### src/rtl/rca_accum_ctrl.sv
// Sequential multi-operand adder controller.
// Sums NOPS 4-bit unsigned operands over successive accept cycles using one
// 4-bit ripple-carry adder for the low nibble and a half-adder chain that
// increments the upper bits on carry-out. Operands arrive over a valid/ready
// input port and the sum leaves over a valid/ready output port.

module rca4 (
  input  logic [3:0] a,
  input  logic [3:0] b,
  input  logic       cin,
  output logic [3:0] sum,
  output logic       cout
);

  logic [4:0] carry_s;

  assign carry_s[0] = cin;

  for (genvar i = 0; i < 4; i++) begin : g_fa
    assign sum[i]       = a[i] ^ b[i] ^ carry_s[i];
    assign carry_s[i+1] = (a[i] & b[i]) | (carry_s[i] & (a[i] ^ b[i]));
  end

  assign cout = carry_s[4];

endmodule

module rca_accum_ctrl #(
  parameter int NOPS = 3,
  parameter int SW   = 6
) (
  input  logic          clk,
  input  logic          rst_n,
  input  logic          start,
  input  logic          in_valid,
  output logic          in_ready,
  input  logic [3:0]    in_data,
  output logic          out_valid,
  input  logic          out_ready,
  output logic [SW-1:0] out_sum,
  output logic          busy
);

  // Upper accumulator width; SW >= 5 keeps this at least one bit wide.
  localparam int HW = SW - 4;
  // Counter is wide enough to hold NOPS so cnt+1 never truncates.
  localparam int CW = $clog2(NOPS + 1);
  localparam logic [CW-1:0] CNT_LAST = CW'(NOPS - 1);

  localparam logic [1:0] S_IDLE  = 2'd0;
  localparam logic [1:0] S_ACCUM = 2'd1;
  localparam logic [1:0] S_DONE  = 2'd2;

  logic [1:0]    state_r;
  logic [1:0]    state_s;
  logic [3:0]    acc_lo_r;
  logic [3:0]    acc_lo_s;
  logic [HW-1:0] acc_hi_r;
  logic [HW-1:0] acc_hi_s;
  logic [CW-1:0] cnt_r;
  logic [CW-1:0] cnt_s;
  logic [3:0]    rca_sum_s;
  logic          rca_cout_s;

  // Half-adder chain: adds a single carry bit into the upper accumulator.
  function automatic logic [HW-1:0] ha_inc(input logic [HW-1:0] a, input logic cin);
    logic          c;
    logic [HW-1:0] s;
    c = cin;
    s = '0;
    for (int i = 0; i < HW; i++) begin
      s[i] = a[i] ^ c;
      c    = a[i] & c;
    end
    return s;
  endfunction

  rca4 u_rca (
    .a    (acc_lo_r),
    .b    (in_data),
    .cin  (1'b0),
    .sum  (rca_sum_s),
    .cout (rca_cout_s)
  );

  // Next-state and datapath update; every branch assigns all next values.
  always_comb begin
    state_s  = state_r;
    acc_lo_s = acc_lo_r;
    acc_hi_s = acc_hi_r;
    cnt_s    = cnt_r;
    case (state_r)
      S_IDLE: begin
        if (start) begin
          state_s  = S_ACCUM;
          acc_lo_s = 4'd0;
          acc_hi_s = '0;
          cnt_s    = '0;
        end else begin
          state_s  = S_IDLE;
        end
      end
      S_ACCUM: begin
        // in_ready is high throughout ACCUM, so in_valid alone means accept.
        if (in_valid) begin
          acc_lo_s = rca_sum_s;
          acc_hi_s = ha_inc(acc_hi_r, rca_cout_s);
          cnt_s    = cnt_r + CW'(1);
          if (cnt_r == CNT_LAST) begin
            state_s = S_DONE;
          end else begin
            state_s = S_ACCUM;
          end
        end else begin
          state_s = S_ACCUM;
        end
      end
      S_DONE: begin
        if (out_ready) begin
          if (start) begin
            // Restart immediately; clearing acc drops any stale carry.
            state_s  = S_ACCUM;
            acc_lo_s = 4'd0;
            acc_hi_s = '0;
            cnt_s    = '0;
          end else begin
            state_s  = S_IDLE;
          end
        end else begin
          state_s = S_DONE;
        end
      end
      default: begin
        state_s  = S_IDLE;
        acc_lo_s = 4'd0;
        acc_hi_s = '0;
        cnt_s    = '0;
      end
    endcase
  end

  // State and accumulator registers with asynchronous clear.
  always_ff @(posedge clk or negedge rst_n) begin
    if (!rst_n) begin
      state_r  <= S_IDLE;
      acc_lo_r <= 4'd0;
      acc_hi_r <= '0;
      cnt_r    <= '0;
    end else begin
      state_r  <= state_s;
      acc_lo_r <= acc_lo_s;
      acc_hi_r <= acc_hi_s;
      cnt_r    <= cnt_s;
    end
  end

  // Handshake outputs decode only from the state register.
  assign in_ready  = (state_r == S_ACCUM);
  assign out_valid = (state_r == S_DONE);
  assign busy      = (state_r == S_ACCUM) || (state_r == S_DONE);
  // Sum comes straight from the accumulator flops; it holds through IDLE.
  assign out_sum   = {acc_hi_r, acc_lo_r};

endmodule

### config.mk
export PLATFORM = sky130hd
export DESIGN_NAME = rca_accum_ctrl
export DESIGN_NICKNAME = d
export VERILOG_FILES = /design/src/rtl/rca_accum_ctrl.sv
export SDC_FILE = /design/constraint.sdc
export NUM_CORES = 1
export LEC_CHECK = 0
export ABC_AREA = 1
export BUFFER_PORTS_ARGS = -buffer_cell sky130_fd_sc_hd__buf_2
export CORE_UTILIZATION = 45
export DETAILED_ROUTE_END_ITERATION = 7
export GPL_TIMING_DRIVEN = 0
export PLACE_DENSITY = 0.66
export SYNTH_ARGS = -nofsm -noshare
export SYNTH_HDL_FRONTEND = slang
export SYNTH_SLANG_ARGS = --single-unit
### constraint.sdc
create_clock -name clk -period 6.1 [get_ports clk]
set_input_delay 1.22 -clock clk [delete_from_list [all_inputs] [get_ports clk]]
set_output_delay 1.22 -clock clk [all_outputs]
set_load 0.01 [all_outputs]
# After elaboration in Yosys (flattened, before gate mapping)
# Index checks and enable logic that the tools add are counted.
dict set report word_totals {
  output_inout_bits 9
  in_bits 9
  register_bits 10
  wordCells 50
}
dict set report classes {
  eq_ne 5
  n_bitwise 20
  addsub 1
  n_mux 17
  reduce_logical 3
}
# op n
set op_table {}
lappend op_table {{2-bit 2-to-1 mux} 9}
lappend op_table {{2-bit one-hot mux with 3 select lines} 3}
lappend op_table {{4-bit 2-to-1 mux} 3}
lappend op_table {{4-bit one-hot mux with 3 select lines} 1}
lappend op_table {{1-bit XOR} 9}
lappend op_table {{1-bit bitwise AND} 8}
lappend op_table {{2-bit equality test, second input constant} 2}
lappend op_table {{1-bit OR} 3}
lappend op_table {{2-bit by 1-bit adder with 2-bit output, second input constant} 1}
lappend op_table {{2-bit by 1-bit equality test with 1-bit output, second input constant} 1}
lappend op_table {{2-bit logical NOT} 1}
lappend op_table {{2-bit by 1-bit != test with 1-bit output, second input constant} 1}
lappend op_table {{2-bit != test, second input constant} 1}
lappend op_table {{2-bit AND reduction} 1}
lappend op_table {{1-bit logical OR} 1}
lappend op_table {{1-bit 2-to-1 mux} 1}

# Longest topological paths before layout
dict set report depth {
  word_depth 11
  ltp_mapped 10
  mapped_depth_nobuf 10
}

# Hierarchy
# From an unflattened synthesis, not the netlist that was laid out.
dict set report unflattened {
  hier_cells 97
  area_unflattened_um2 752.0
}
# module seq_area_each_um2 area_per_inst_um2 cells_each n_inst
set modules_own_cells {}
lappend modules_own_cells {rca_accum_ctrl 250.2 634.4 83 1}
lappend modules_own_cells {rca4 0.0 117.6 14 1}

# Worst setup path before layout
# No wires, ideal clock.
dict set report synth_timing {
  kind {input port to flip-flop}
  start {input in_data[0]}
  end {register acc_hi_r[0]}
  required_time_ns 5.983
  n_path_buf 0
  stages 9
  slack_ns 3.018
  setup_ns 0.117
  arrival_time_ns 2.965
  path_cell_list {ha_1 fa_1 fa_1 fa_1 ha_1 nand2_1 inv_1 nand2_1 nand2_1}
}
dict set report synth_between {
  elab_chain_cells 10
}
# item line
set synth_rtl {}
lappend synth_rtl {{start: declaration} 37} ;# input logic [3:0] in_data,
lappend synth_rtl {{1-bit bitwise AND (2 in a row)} 21} ;# assign carry_s[i+1] = (a[i] & b[i]) | (carry_s[i] & (a[i] ^ b[i]));
lappend synth_rtl {{1-bit OR} 21}
lappend synth_rtl {{1-bit bitwise AND} 21}
lappend synth_rtl {{1-bit OR} 21}
lappend synth_rtl {{1-bit bitwise AND} 21}
lappend synth_rtl {{1-bit OR} 21}
lappend synth_rtl {{1-bit XOR} 72} ;# s[i] = a[i] ^ c;
lappend synth_rtl {{2-bit 2-to-1 mux} 105} ;# if (in_valid) begin
lappend synth_rtl {{2-bit one-hot mux with 3 select lines} 92} ;# case (state_r)
lappend synth_rtl {{end signal: assignment} 152} ;# acc_hi_r <= acc_hi_s;
lappend synth_rtl {{end: declaration} 58} ;# logic [HW-1:0] acc_hi_r;
# No other way between the ends. The select of a mux whose other input is x is not followed.
# A chain may end at the register's enable or synchronous reset.

# Worst setup path in the final report
dict set report layout_timing {
  start {input in_data[0]}
  end {register acc_hi_r[1]}
}
dict set report layout_between {
  elab_chain_cells 11
}
# item line
set layout_rtl {}
lappend layout_rtl {{1-bit bitwise AND (2 in a row)} 21}
lappend layout_rtl {{1-bit OR} 21}
lappend layout_rtl {{1-bit bitwise AND} 21}
lappend layout_rtl {{1-bit OR} 21}
lappend layout_rtl {{1-bit bitwise AND} 21}
lappend layout_rtl {{1-bit OR} 21}
lappend layout_rtl {{1-bit bitwise AND} 73} ;# c = a[i] & c;
lappend layout_rtl {{1-bit XOR} 72}
lappend layout_rtl {{2-bit 2-to-1 mux} 105}
lappend layout_rtl {{2-bit one-hot mux with 3 select lines} 92}
# No other way between the ends. The select of a mux whose other input is x is not followed.

==> out/qor.yml <==
final_layout:
  fin_area_um2: 830
  drive_gt1_frac: 0.264
  final_nets: 127
  diodes: 0
  area_growth_pct: 18.0
  fillCellCount: 132
setup_path:
  cp-endpoint: "acc_hi_r[1]"
  critPathRequiredTime_ns: 6.29
  r2r-start: "acc_lo_r[0]"
  worstSetupPathType: "primary input to flop"
  r2r.worst_path.cells: 10
  worstPathMaxFanout: 2
  regToRegSetupSlack_ns: 3.76
  reg2reg_to: "acc_hi_r[1]"
  cp.arrival_ns: 3.19
  endpoint_kind: "flop"
  startpoint: "in_data[0]"
  critPathLaunchType: "primary input"
logic_synthesis:
  synth_cell_types: 14
  synthTopCellsByArea: "dfrtp_1 36%, nand2_1 19%, ha_1 12%, fa_1 8.5%, inv_1 6.4%"
  synth_nets: 105
  syn_area_per_cell_um2: 8.18
  syn_area_um2: 703
  yosysTopAreaCell: "dfrtp_1"
  ys_ff_latch: 10
  postSynthCellCount: 86
  yosysWarnings: 0
  synth.top_cell.area_share: 0.356
  yosysSeqAreaShare: 0.356
global_routing:
  first_global_vias: 535
  grt-ovfl-total: 0
  grt_max_degree: 11
  grt_pass1_wl_um: 2210
  grt_use_total: 0.167
  antenna_found_initial: 0
place:
  gp_congestion: 0.816
  dp_slack_ns: 2.81
  hpwl_um: 935
  port_buffers: 17
  placed_cell_area_um2: 807
die:
  rows: 13
  fp.dieW_um: 41.5
  ios: 18
  core_um2: 1380
  start_util: 0.509
  die_h_um: 41.5
  die_area_um2: 1720
route:
  drcViolationCount: 0
  num_vias: 548
  routed_wl_um: 1180
  drtIter0Drc: 6
  via_per_inst: 4.53
  first_pass_iters: 3
  final_antenna_net_count: 0
  wl_per_cell_um: 9.76
timing:
  clock.fmax_ghz: 0.333
  setup_viol: 0
  slew_headroom: 0.842
  rsz0062_at_grt: "false"
  slew_violations: 0
  fin_ws_ns: 3.10
  tightest_slew_ns: 0.236
  fin_setup_tns_ns: 0
  holdWs_ns: 0.480
  period_needed_ns: 3.00
  clock_skew_ns: 0.00762
  hold_viol: 0
  period_share: 0.492
clock_network:
  insertion_delay_ns: 0.26
  cts-root-buf: "clkbuf_4"
  clkTransAtPathRegs_ns: 0.06
  cts_hold_buf: 0
  postCtsSetupRepairBufs: 0
  cts_tree: "done"
  cts_resized: 0
  clockBufferDepth: 2
  cts_sinks: 10
  numCtsBuffers: 3
  cts.htree.levels: 1
run_status:
  status: "finished, final reports clean"
hold_path:
  hold_class: "flop to flop"
run:
  cap_violations: 0
power:
  p_per_area_nw_per_um2: 456
  leakage_nw: 0.522
  ir_drop_uv: 240
## area by class of cell
cell class | count | area [µm²] | area share
multi-input cells | 61 | 389 | 0.469
flip-flops and latches | 10 | 250 | 0.302
repair buffers | 17 | 85.1 | 0.103
inverters | 14 | 52.6 | 0.0633
clock buffers | 3 | 22.5 | 0.0271
well taps | 15 | 18.8 | 0.0226
plain buffers | 1 | 11.3 | 0.0136
## routing by layer
| metal | track usage | up-vias | share of wire |
|---|---|---|---|
| met5 | 0 | - | 0 |
| met4 | 0.0387 | 0 | 0 |
| met3 | 0.0696 | 0 | 0.041 |
| met2 | 0.266 | 10 | 0.46 |
| met1 | 0.209 | 242 | 0.49 |
| li1 | - | 296 | - |
## per-stage QoR
| stage | power, W | cells | utilization |
|---|---|---|---|
| 2_1_floorplan | 0.000281 | 86 | - |
| 6_report | 0.000378 | 121 | 0.600 |
| 5_1_grt | 0.000422 | 121 | 0.600 |
| 3_5_place_dp | 0.000340 | 118 | 0.584 |
| 3_3_place_gp | 0.000331 | 118 | 0.584 |
| 4_1_cts | 0.000386 | 121 | 0.600 |
## state kept, by name (all words and copies together), names as in the netlist
| signal | flops |
|---|---|
| acc_lo_r | 4 |
| acc_hi_r | 2 |
| cnt_r | 2 |
| state_r | 2 |
## power breakdown
| part | switching (W) | internal (W) |
|---|---|---|
| combinational | 0.000129 | 0.0000915 |
| sequential | 0.0000204 | 0.0000935 |
| clock | 0.0000209 | 0.0000227 |
| total | 0.000170 | 0.000208 |
## worst max-delay path: stages
cell and delay (ns):
buf_2 0.10, ha_1 0.20, fa_1 0.40, fa_1 0.39
fa_1 0.37, ha_1 0.21, nand2_1 0.06, nand2_1 0.05
nor2_1 0.08, nand2_1 0.05, nand2_1 0.06
## logic make-up after synthesis
logic type | Yosys count | synth area share
and+or+nand+nor | 49 | 0.326
buffers and inverters | 15 | 0.0907
adders and majority gates | 10 | 0.210
DFF | 10 | 0.356
AOI/OAI and AO/OA | 2 | 0.0178
## cell usage in the layout, fill, tap and decap left out
cell type,n
buf_6,1
inv_1,12
nand2_1,36
nor2_1,5
clkbuf_4,3
a21oi_1,1
buf_2,17
fa_1,3
nor2_8,1
nor2_2,1
nand3_1,3
inv_2,2
o21bai_1,1
dfrtp_1,10
nand2_4,3
ha_1,7
## Yosys cell counts
cell type	instances
nand3_1	3
o21bai_1	1
ha_1	7
a21oi_1	1
fa_1	3
nand2_1	36
inv_1	12
inv_2	2
dfrtp_1	10
buf_6	1
nor2_1	5
nand2_4	3
nor2_8	1
nor2_2	1
## worst min-delay path by stage
stage,start,end,slack (ns),cells after the start
floorplan,cnt_r[1],cnt_r[1],0.45,2
global placement,cnt_r[1],cnt_r[1],0.46,2
detailed placement,cnt_r[1],cnt_r[1],0.47,2
CTS,cnt_r[1],cnt_r[1],0.49,2
global route,cnt_r[0],cnt_r[0],0.53,2
finish,cnt_r[1],cnt_r[1],0.48,2
Power figures use the tool's default switching activity.
